### config.mk
export PLATFORM = sky130hd
export DESIGN_NAME = uop_replay_sequencer
export DESIGN_NICKNAME = d
export VERILOG_FILES = /design/src/rtl/uop_replay_sequencer.sv
export SDC_FILE = /design/constraint.sdc
export NUM_CORES = 1
export LEC_CHECK = 0
export CAP_MARGIN = 5
export CELL_PAD_IN_SITES_DETAIL_PLACEMENT = 1
export CELL_PAD_IN_SITES_GLOBAL_PLACEMENT = 2
export CORE_MARGIN = 2
export CORE_UTILIZATION = 28
export CTS_CLUSTER_SIZE = 28
export DETAILED_ROUTE_END_ITERATION = 7
export HOLD_SLACK_MARGIN = 0.15
export PLACE_DENSITY_LB_ADDON = 0.1
export SETUP_SLACK_MARGIN = 0.1
export SLEW_MARGIN = 30
export SYNTH_ARGS = -nofsm -noshare
export SYNTH_HDL_FRONTEND = slang
export SYNTH_SLANG_ARGS = --single-unit
### constraint.sdc
create_clock -name clk -period 3.7 [get_ports clk]
set_input_delay 0.74 -clock clk [delete_from_list [all_inputs] [get_ports clk]]
set_output_delay 0.74 -clock clk [all_outputs]
set_load 0.05 [all_outputs]
### src/rtl/uop_replay_sequencer.sv
// Loop-buffer sequencer: captures one loop body into the single-port uop cache RAM,
// then replays it as a wrap-around stream through a 2-entry output FIFO with a read bypass.
module uop_replay_sequencer #(
    parameter int DATA_W = 32,
    parameter int DEPTH  = 8,
    parameter int ADDR_W = 3
) (
    input  logic              clk,
    input  logic              reset_n,
    input  logic              fill_valid,
    output logic              fill_ready,
    input  logic [DATA_W-1:0] fill_data,
    input  logic              fill_last,
    input  logic              replay_start,
    input  logic              replay_stop,
    input  logic              invalidate,
    output logic              rep_valid,
    input  logic              rep_ready,
    output logic [DATA_W-1:0] rep_data,
    output logic [ADDR_W-1:0] rep_index,
    output logic              loop_valid,
    output logic [ADDR_W:0]   loop_len,
    output logic              overflow,
    output logic              ram_en,
    output logic              ram_we,
    output logic [ADDR_W-1:0] ram_addr,
    output logic [DATA_W-1:0] ram_wdata,
    input  logic [DATA_W-1:0] ram_rdata
);

    typedef enum logic [1:0] {
        S_IDLE   = 2'd0,
        S_FILL   = 2'd1,
        S_LOADED = 2'd2,
        S_REPLAY = 2'd3
    } state_t;

    state_t              state_q, state_d;
    logic [ADDR_W-1:0]   wr_ptr_q, wr_ptr_d;
    logic [ADDR_W-1:0]   rd_ptr_q, rd_ptr_d;
    logic [ADDR_W:0]     loop_len_q, loop_len_d;
    logic                loop_valid_q, loop_valid_d;
    logic                overflow_q, overflow_d;
    logic                inflight_q, inflight_d;
    logic [ADDR_W-1:0]   inflight_idx_q, inflight_idx_d;
    logic [1:0]          fifo_cnt_q, fifo_cnt_d;
    logic [DATA_W-1:0]   fifo_data_q [2];
    logic [DATA_W-1:0]   fifo_data_d [2];
    logic [ADDR_W-1:0]   fifo_idx_q [2];
    logic [ADDR_W-1:0]   fifo_idx_d [2];

    logic                fill_fire;
    logic [ADDR_W-1:0]   fill_addr;
    logic                fill_is_last;
    logic                fill_ovf;
    logic                start_ok;
    logic                stop_ok;
    logic                pop;
    logic                rd_issue;
    logic [2:0]          occupancy;
    logic                rd_wrap;
    logic                wr_slot;

    always_ff @(posedge clk or negedge reset_n) begin
        if (!reset_n) begin
            state_q <= S_IDLE;
        end else begin
            state_q <= state_d;
        end
    end

    always_comb begin
        state_d = state_q;
        if (invalidate) begin
            state_d = S_IDLE;
        end else begin
            case (state_q)
                S_IDLE, S_FILL: begin
                    if (fill_is_last) begin
                        state_d = S_LOADED;
                    end else if (fill_ovf) begin
                        state_d = S_IDLE;
                    end else if (fill_fire) begin
                        state_d = S_FILL;
                    end
                end
                S_LOADED: begin
                    if (start_ok) begin
                        state_d = S_REPLAY;
                    end else if (fill_is_last) begin
                        state_d = S_LOADED;
                    end else if (fill_ovf) begin
                        state_d = S_IDLE;
                    end else if (fill_fire) begin
                        state_d = S_FILL;
                    end
                end
                S_REPLAY: begin
                    if (stop_ok) begin
                        state_d = S_LOADED;
                    end
                end
                default: state_d = S_IDLE;
            endcase
        end
    end

    // A fill beat loses to invalidate and, in LOADED, to a same-cycle replay_start.
    always_comb begin
        fill_ready = !invalidate &&
                     ((state_q == S_IDLE) || (state_q == S_FILL) ||
                      ((state_q == S_LOADED) && !replay_start));
        fill_fire    = fill_valid && fill_ready;
        fill_addr    = (state_q == S_FILL) ? wr_ptr_q : '0;
        fill_is_last = fill_fire && fill_last;
        fill_ovf     = fill_fire && !fill_last && (fill_addr == ADDR_W'(DEPTH - 1));
        start_ok     = replay_start && !invalidate && (state_q == S_LOADED);
        stop_ok      = replay_stop && !invalidate && (state_q == S_REPLAY);

        rep_valid = (fifo_cnt_q != 2'd0) || inflight_q;
        rep_data  = '0;
        rep_index = '0;
        if (fifo_cnt_q != 2'd0) begin
            rep_data  = fifo_data_q[0];
            rep_index = fifo_idx_q[0];
        end else if (inflight_q) begin
            rep_data  = ram_rdata;
            rep_index = inflight_idx_q;
        end
        pop = rep_valid && rep_ready;

        occupancy = 3'(fifo_cnt_q) + 3'(inflight_q) - 3'(pop);
        rd_issue  = (state_q == S_REPLAY) && !invalidate && !replay_stop && (occupancy < 3'd2);

        ram_en    = fill_fire || rd_issue;
        ram_we    = fill_fire;
        ram_addr  = fill_fire ? fill_addr : rd_ptr_q;
        ram_wdata = fill_data;

        loop_valid = loop_valid_q;
        loop_len   = loop_len_q;
        overflow   = overflow_q;
    end

    // Datapath: capture bookkeeping plus the replay read pipeline and FIFO.
    always_comb begin
        wr_ptr_d       = wr_ptr_q;
        rd_ptr_d       = rd_ptr_q;
        loop_len_d     = loop_len_q;
        loop_valid_d   = loop_valid_q;
        overflow_d     = fill_ovf;
        inflight_d     = inflight_q;
        inflight_idx_d = inflight_idx_q;
        fifo_cnt_d     = fifo_cnt_q;
        fifo_data_d    = fifo_data_q;
        fifo_idx_d     = fifo_idx_q;
        rd_wrap        = ({1'b0, rd_ptr_q} == (loop_len_q - (ADDR_W+1)'(1)));
        wr_slot        = fifo_cnt_q[0] ^ pop;

        if (invalidate) begin
            loop_valid_d = 1'b0;
            wr_ptr_d     = '0;
            rd_ptr_d     = '0;
            inflight_d   = 1'b0;
            fifo_cnt_d   = 2'd0;
        end else begin
            if (fill_is_last) begin
                loop_len_d   = {1'b0, fill_addr} + (ADDR_W+1)'(1);
                loop_valid_d = 1'b1;
                wr_ptr_d     = '0;
            end else if (fill_ovf) begin
                loop_valid_d = 1'b0;
                wr_ptr_d     = '0;
            end else if (fill_fire) begin
                loop_valid_d = 1'b0;
                wr_ptr_d     = fill_addr + ADDR_W'(1);
            end

            if (start_ok || stop_ok) begin
                rd_ptr_d   = '0;
                inflight_d = 1'b0;
                fifo_cnt_d = 2'd0;
            end else if (state_q == S_REPLAY) begin
                inflight_d     = rd_issue;
                inflight_idx_d = rd_ptr_q;
                if (rd_issue) begin
                    rd_ptr_d = rd_wrap ? '0 : rd_ptr_q + ADDR_W'(1);
                end
                fifo_cnt_d = fifo_cnt_q + 2'(inflight_q) - 2'(pop);
                if (pop && (fifo_cnt_q != 2'd0)) begin
                    fifo_data_d[0] = fifo_data_q[1];
                    fifo_idx_d[0]  = fifo_idx_q[1];
                end
                // Returning data consumed straight from the bypass is never stored.
                if (inflight_q && !(pop && (fifo_cnt_q == 2'd0))) begin
                    fifo_data_d[wr_slot] = ram_rdata;
                    fifo_idx_d[wr_slot]  = inflight_idx_q;
                end
            end
        end
    end

    always_ff @(posedge clk or negedge reset_n) begin
        if (!reset_n) begin
            wr_ptr_q       <= '0;
            rd_ptr_q       <= '0;
            loop_len_q     <= '0;
            loop_valid_q   <= 1'b0;
            overflow_q     <= 1'b0;
            inflight_q     <= 1'b0;
            inflight_idx_q <= '0;
            fifo_cnt_q     <= 2'd0;
            fifo_data_q[0] <= '0;
            fifo_data_q[1] <= '0;
            fifo_idx_q[0]  <= '0;
            fifo_idx_q[1]  <= '0;
        end else begin
            wr_ptr_q       <= wr_ptr_d;
            rd_ptr_q       <= rd_ptr_d;
            loop_len_q     <= loop_len_d;
            loop_valid_q   <= loop_valid_d;
            overflow_q     <= overflow_d;
            inflight_q     <= inflight_d;
            inflight_idx_q <= inflight_idx_d;
            fifo_cnt_q     <= fifo_cnt_d;
            fifo_data_q[0] <= fifo_data_d[0];
            fifo_data_q[1] <= fifo_data_d[1];
            fifo_idx_q[0]  <= fifo_idx_d[0];
            fifo_idx_q[1]  <= fifo_idx_d[1];
        end
    end

endmodule
==> flow_summary.toml, run 1 <==
[drt]
ant_nets = 0
drt_wl_total_um = 13900
drtPass1Iterations = 6
avgViaCountPerCell = 5.06
drc_errors = 0
drtIter0Drc = 126
wire_per_inst_um = 18.4
vias = 3808

[logic_synthesis]
synthDistinctLibCells = 37
yosysWarningCount = 0
ys_ff_latch = 90
synth_top_area_share_pct = 47.6
syn_inst = 472
syn_area_um2 = 4730
ys_seq_area_share_pct = 47.6
syn-num-nets = 551
synth.area.top_cells = "dfrtp_1 (48%), mux2_2 (9.0%), nand2_1 (7.9%)"
synth_top_area_cell = "dfrtp_1"
avgSynthCellArea_um2 = 10.0

[outcome]
status = "complete, no violations"

[sta]
min_period_over_period_pct = 94.4
max_freq_mhz = 286
setup_viol = 0
hold_violations = 0
maxSlewViolCount = 0
clock_skew_ns = 0.00632
slew_headroom_pct = 61.9
tns_ns = 0
rsz0062_at_grt = "no"
tightest_slew_ns = 0.571
fin_crit_ns = 3.49

[global_routing]
grt_overflow = 0
grt_pass1_vias = 4258
grt_usage_pct = 16.2
grt_pass1_wl_um = 22600
grt_max_degree = 66
antenna_found_initial = 0

[finish]
diodes = 0
nNetsFinal = 607
fin_util_pct = 36.7
fin_area_um2 = 6060
fill_cells = 1862
multi_input_area_um2 = 2090
syn2layout_area_growth_pct = 28.1
seq_area_um2 = 2260
layout-drive-gt1-share_pct = 17.8

[setup_path]
cpMaxStageDelayCell = "clkdlybuf4s50_1"
arrival_ns = 2.75
cp_cell_sequence = "clkdlybuf4s50_1 > and2_4 > ha_4 > inv_1 > ha_1 > inv_1 > fa_2 > xnor2_2 > nand3_2 > nand2_2 > buf_12"
cp_max_fo = 2
critPathRequiredTime_ns = 2.96
end_kind = "primary output"
critPathKind = "in -> out"
cp_top_family = "buffers and inverters"
max_stage_delay_ns = 0.49
cp_common_cell = "inv_1"
critical_path_buf_inv_count = 4
cp-start-kind = "input pin"

[power_and_ir_drop]
power_frac_seq_pct = 48.5
p_total_uw = 2050
p_leak_uw = 0.00272
powerDensity_nw_per_um2 = 339
peakVddDrop_mv = 0.193
switchingPower_uw = 498
combPwrFrac_pct = 8.6
switching_share_pct = 24.3
p_int_uw = 1550
clockPowerShare_pct = 42.9

[cts]
htree_levels = 3
clockBufferDepth = 2
cts_hold_buffers = 0
cts_sinks = 90
cts_buffers = 9
cts.clk_slew.worst_paths_ns = 0.06
cts_tree = "done"
clock_latency_ns = 0.35
root_buffer = "clkbuf_16"

[floorplan]
start_util_pct = 28.6
ioPinCount = 152
core_area_um2 = 16500
die_w_um = 134
rows = 47
fp.dieH_um = 134
dieArea_um2 = 18000

[placement]
dpl.hpwl_um = 8890
place_area_um2 = 5710
gp_congestion = 0.763
portBuffers = 87

[flow_run]
drv_cap = 0

[min_path]
hold_path.class = "in -> async"
-- synth_stat cells --
master	n
nand2_1	99
dfrtp_1	90
nand3_1	44
mux2_2	38
a22oi_1	36
buf_4	35
o2bb2ai_1	35
clkbuf_1	19
inv_1	11
o21ai_0	9
nor2_1	7
ha_1	6
and2_1	5
a21oi_1	4
buf_6	4
xor2_1	3
a22o_1	2
buf_1	2
buf_2	2
nand4_1	2
nor2b_1	2
o311ai_0	2
a211oi_2	1
and3_1	1
fa_1	1
nor3_1	1
nor3_4	1
nor4bb_1	1
o2111ai_1	1
o211a_1	1
o211ai_1	1
o21ai_1	1
o21ai_4	1
or2_1	1
or3_1	1
xnor2_1	1
xnor3_1	1
-- power groups by stage --
stage	clock [uW]	combinational (uW)	sequential, uW
4_1_cts	915	177	995
5_1_grt	955	192	996
3_5_place_dp	0	176	1010
2_1_floorplan	0	152	1020
3_3_place_gp	0	174	1010
6_report	881	177	996
-- final timing paths --
kind / slack [ns] / depth (start not counted) / startpoint / endpoint
max in group asynchronous: 2.57 / 3 / reset_n / fifo_data_q[59]
worst max register to register: 0.85 / 12 / inflight_q / rd_ptr_q[2]
min in group clk: 0.49 / 1 / fifo_data_q[32] / fifo_data_q[32]
worst min register to register: 0.49 / 1 / fifo_data_q[32] / fifo_data_q[32]
worst max-delay path: 0.21 / 11 / rep_ready / ram_en
worst min-delay path: 0.34 / 1 / reset_n / fifo_data_q[39]
-- metal layers --
metal	part of all wire [%]	track usage (%)
met5	0	0
met4	1.5	5.79
met3	4.0	3.44
met2	50	27.8
met1	45	20.0
-- final cells by class --
type	count	share of cell area (%)
sequential	90	37.2
multi-input combinational	309	34.5
timing repair buffer	107	18.4
tap	220	4.54
clock buffer	12	4.23
inverter	11	0.681
clock inverter	4	0.392
-- layout by cell type (no fill, tap or decap), types with 3 or more instances in the layout --
master / count
nand2_1: 98
dfrtp_1: 87
clkdlybuf4s50_1: 80
nand3_1: 43
mux2_2: 38
a22oi_1: 36
o2bb2ai_1: 35
buf_4: 18
inv_1: 11
o21ai_0: 9
clkbuf_16: 9
buf_12: 9
nor2_1: 6
ha_1: 5
and2_1: 4
a21oi_1: 4
xor2_1: 3
clkinv_2: 3
dfrtp_2: 3
-- repair_timing --
item | in CTS | in global routing
setup buffers | 2 | 1
resized for setup | 3 | 4
pin swaps | 2 | 3
setup endpoints to repair | 1 | 1
-- metrics by stage --
step           worst slack (ns)  std cells  hold slack [ns]
4_1_cts                   0.107        751            0.493
3_3_place_gp              0.157        733            0.468
5_1_grt                  0.0898        753            0.366
3_5_place_dp             0.0730        733            0.473
6_report                  0.206        753            0.339
2_1_floorplan             0.133        472            0.444
-- logic make-up after synthesis --
| kind of cell | count (synthesis) | synth area share [%] |
|---|---|---|
| simple gates | 165 | 15.3 |
| flops | 90 | 47.6 |
| xor+xnor | 5 | 1.22 |
| compound gates | 94 | 15.6 |
| buf+inv | 73 | 9.25 |
| mux | 38 | 9.04 |
| fa+ha+maj | 7 | 2.01 |
Note: power is estimated with default switching activity, not from simulation.
==> run 2: changes to the inputs <==
--- a/config.mk
+++ b/config.mk
@@ -10,7 +10,7 @@
 export CELL_PAD_IN_SITES_GLOBAL_PLACEMENT = 2
 export CORE_MARGIN = 2
 export CORE_UTILIZATION = 28
-export CTS_CLUSTER_SIZE = 28
+export CTS_CLUSTER_SIZE = 8
 export DETAILED_ROUTE_END_ITERATION = 7
 export HOLD_SLACK_MARGIN = 0.15
 export PLACE_DENSITY_LB_ADDON = 0.1
==> results of run 2 <==
Same layout as run 1: the final DEF is identical, and so are final timing and power.
==> run 3: changes to the inputs <==
--- a/config.mk
+++ b/config.mk
@@ -9,7 +9,7 @@
 export CELL_PAD_IN_SITES_DETAIL_PLACEMENT = 1
 export CELL_PAD_IN_SITES_GLOBAL_PLACEMENT = 2
 export CORE_MARGIN = 2
-export CORE_UTILIZATION = 28
+export CORE_UTILIZATION = 25
 export CTS_CLUSTER_SIZE = 8
 export DETAILED_ROUTE_END_ITERATION = 7
 export HOLD_SLACK_MARGIN = 0.15
==> constraint.sdc (replaced) <==
create_clock -name clk -period 3.2 [get_ports clk]
set_input_delay 0.64 -clock clk [delete_from_list [all_inputs] [get_ports clk]]
set_output_delay 0.64 -clock clk [all_outputs]
set_load 0.05 [all_outputs]
==> flow_summary.toml, run 3 (synthesis results as in run 1) <==
[outcome]
status = "finished with violations"
violations = "setup timing"

[finish]
fin_util_pct = 34.8
layout_common_cells = "nand2_1 (98), dfrtp_1 (89), buf_12 (45)"
fin_cells = 768
fin_area_um2 = 6500
nNetsFinal = 608
diodes = 0
final_common_cell = "nand2_1"
layout-drive-gt1-share_pct = 24.7
syn2layout_area_growth_pct = 37.3
fill_cells = 2057

[drt]
drc_errors = 0
drtIter0Drc = 123
drtPass1Iterations = 4
drt_wl_total_um = 14400
ant_nets = 0
avgViaCountPerCell = 4.90
vias = 3761
wire_per_inst_um = 18.7

[setup_path]
cp_max_fo = 2
reg2reg_slack_ns = 0.40
startpoint = "fifo_cnt_q[0]"
end_kind = "primary output"
regToRegStartpoint = "fifo_cnt_q[0]"
timing.rr.end = "rd_ptr_q[2]"
arrival_ns = 2.62
cp-start-kind = "flip-flop"
critPathRequiredTime_ns = 2.56
critPathKind = "reg -> out"
reg2reg_depth = 11

[floorplan]
ioPinCount = 152
rows = 50
die_w_um = 142
fp.dieH_um = 142
start_util_pct = 25.4
dieArea_um2 = 20000
core_area_um2 = 18600

[global_routing]
antenna_found_initial = 0
grt_usage_pct = 15.1
grt_pass1_vias = 4224
grt_overflow = 0
grt_max_degree = 48
grt_pass1_wl_um = 23600

[sta]
fin_crit_ns = 3.26
slew_headroom_pct = 55.6
tightest_slew_ns = 0.656
finalWorstSetupSlack_ns = -0.0614
hold_slack_ns = 0.315
max_freq_mhz = 307
maxSlewViolCount = 0
clock_skew_ns = 0.00673
hold_violations = 0
rsz0062_at_grt = "yes"
setup_viol = 1
min_period_over_period_pct = 102

[placement]
gp_congestion = 0.739
placed_cells = 751
portBuffers = 87
dpl.hpwl_um = 9180
place_area_um2 = 6160

[power_and_ir_drop]
peakVddDrop_mv = 0.243
powerDensity_nw_per_um2 = 377
p_leak_uw = 0.00290
switchingPower_uw = 602
combPwrFrac_pct = 9.0
switching_share_pct = 24.6
p_int_uw = 1850
clockPowerShare_pct = 44.0
power_frac_seq_pct = 47.0

[cts]
cts.clk_slew.worst_paths_ns = 0.07
clock_latency_ns = 0.35
cts_hold_buffers = 0
cts_buffers = 9
cts_tree = "done"
clockBufferDepth = 2
cts_sinks = 90
root_buffer = "clkbuf_16"
htree_levels = 3

[min_path]
hold_path.class = "in -> async"

[flow_run]
drv_cap = 0
run 3: worst max-delay path by stage:
stage,to,slack [ns]
after floorplan,ram_en,0.10
after global placement,ram_en,-0.08
after detailed placement,ram_en,-0.11
after CTS,ram_en,-0.10
after global routing,ram_en,-0.18
final,ram_en,-0.06
run 3: repair_timing:
action | in CTS | in global routing
setup endpoints to repair | 1 | 2
pin swaps | 5 | 4
hold endpoints to repair | 0 | 0
buffers inserted | 1 | 0
resized for setup | 7 | 2
run 3: cell type report:
cell class / count / area (um2) / area share [%]
repair buffers: 108 / 1480 / 22.8
inverters: 11 / 41.3 / 0.636
clock inverters: 6 / 66.3 / 1.02
well taps: 234 / 293 / 4.51
multi-input cells: 309 / 2130 / 32.8
flip-flops and latches: 90 / 2250 / 34.7
clock buffers: 10 / 229 / 3.52
run 3: power groups by stage:
stage	combinational, uW	sequential (uW)	clock, uW
global placement	221	1170	0
floorplan	177	1180	0
detailed placement	223	1170	0
global route	239	1150	1170
CTS	224	1150	1130
finish	219	1150	1080
run 3: routing by layer:
metal  track usage, %  part of all wire (%)
met1             18.8                    45
met2             26.0                    50
met3             3.61                   3.4
met4             4.11                   1.4
met5                0                     0
run 3: worst max-delay path, cell delays in order (launching register included):
cell and delay [ns]:
dfrtp_2 0.41, or3_4 0.36, and2_4 0.15, ha_4 0.21
inv_2 0.06, ha_4 0.12, inv_2 0.03, fa_2 0.38
xnor2_4 0.21, nand3_4 0.10, nand2_4 0.10, buf_12 0.13
run 3: per-stage QoR:
stage | setup TNS [ns] | total power, uW | worst slack, ns
3_5_place_dp | -0.105 | 1400 | -0.105
3_3_place_gp | -0.0769 | 1390 | -0.0769
5_1_grt | -0.175 | 2560 | -0.175
2_1_floorplan | 0 | 1360 | 0.104
4_1_cts | -0.104 | 2500 | -0.104
6_report | -0.0614 | 2450 | -0.0614
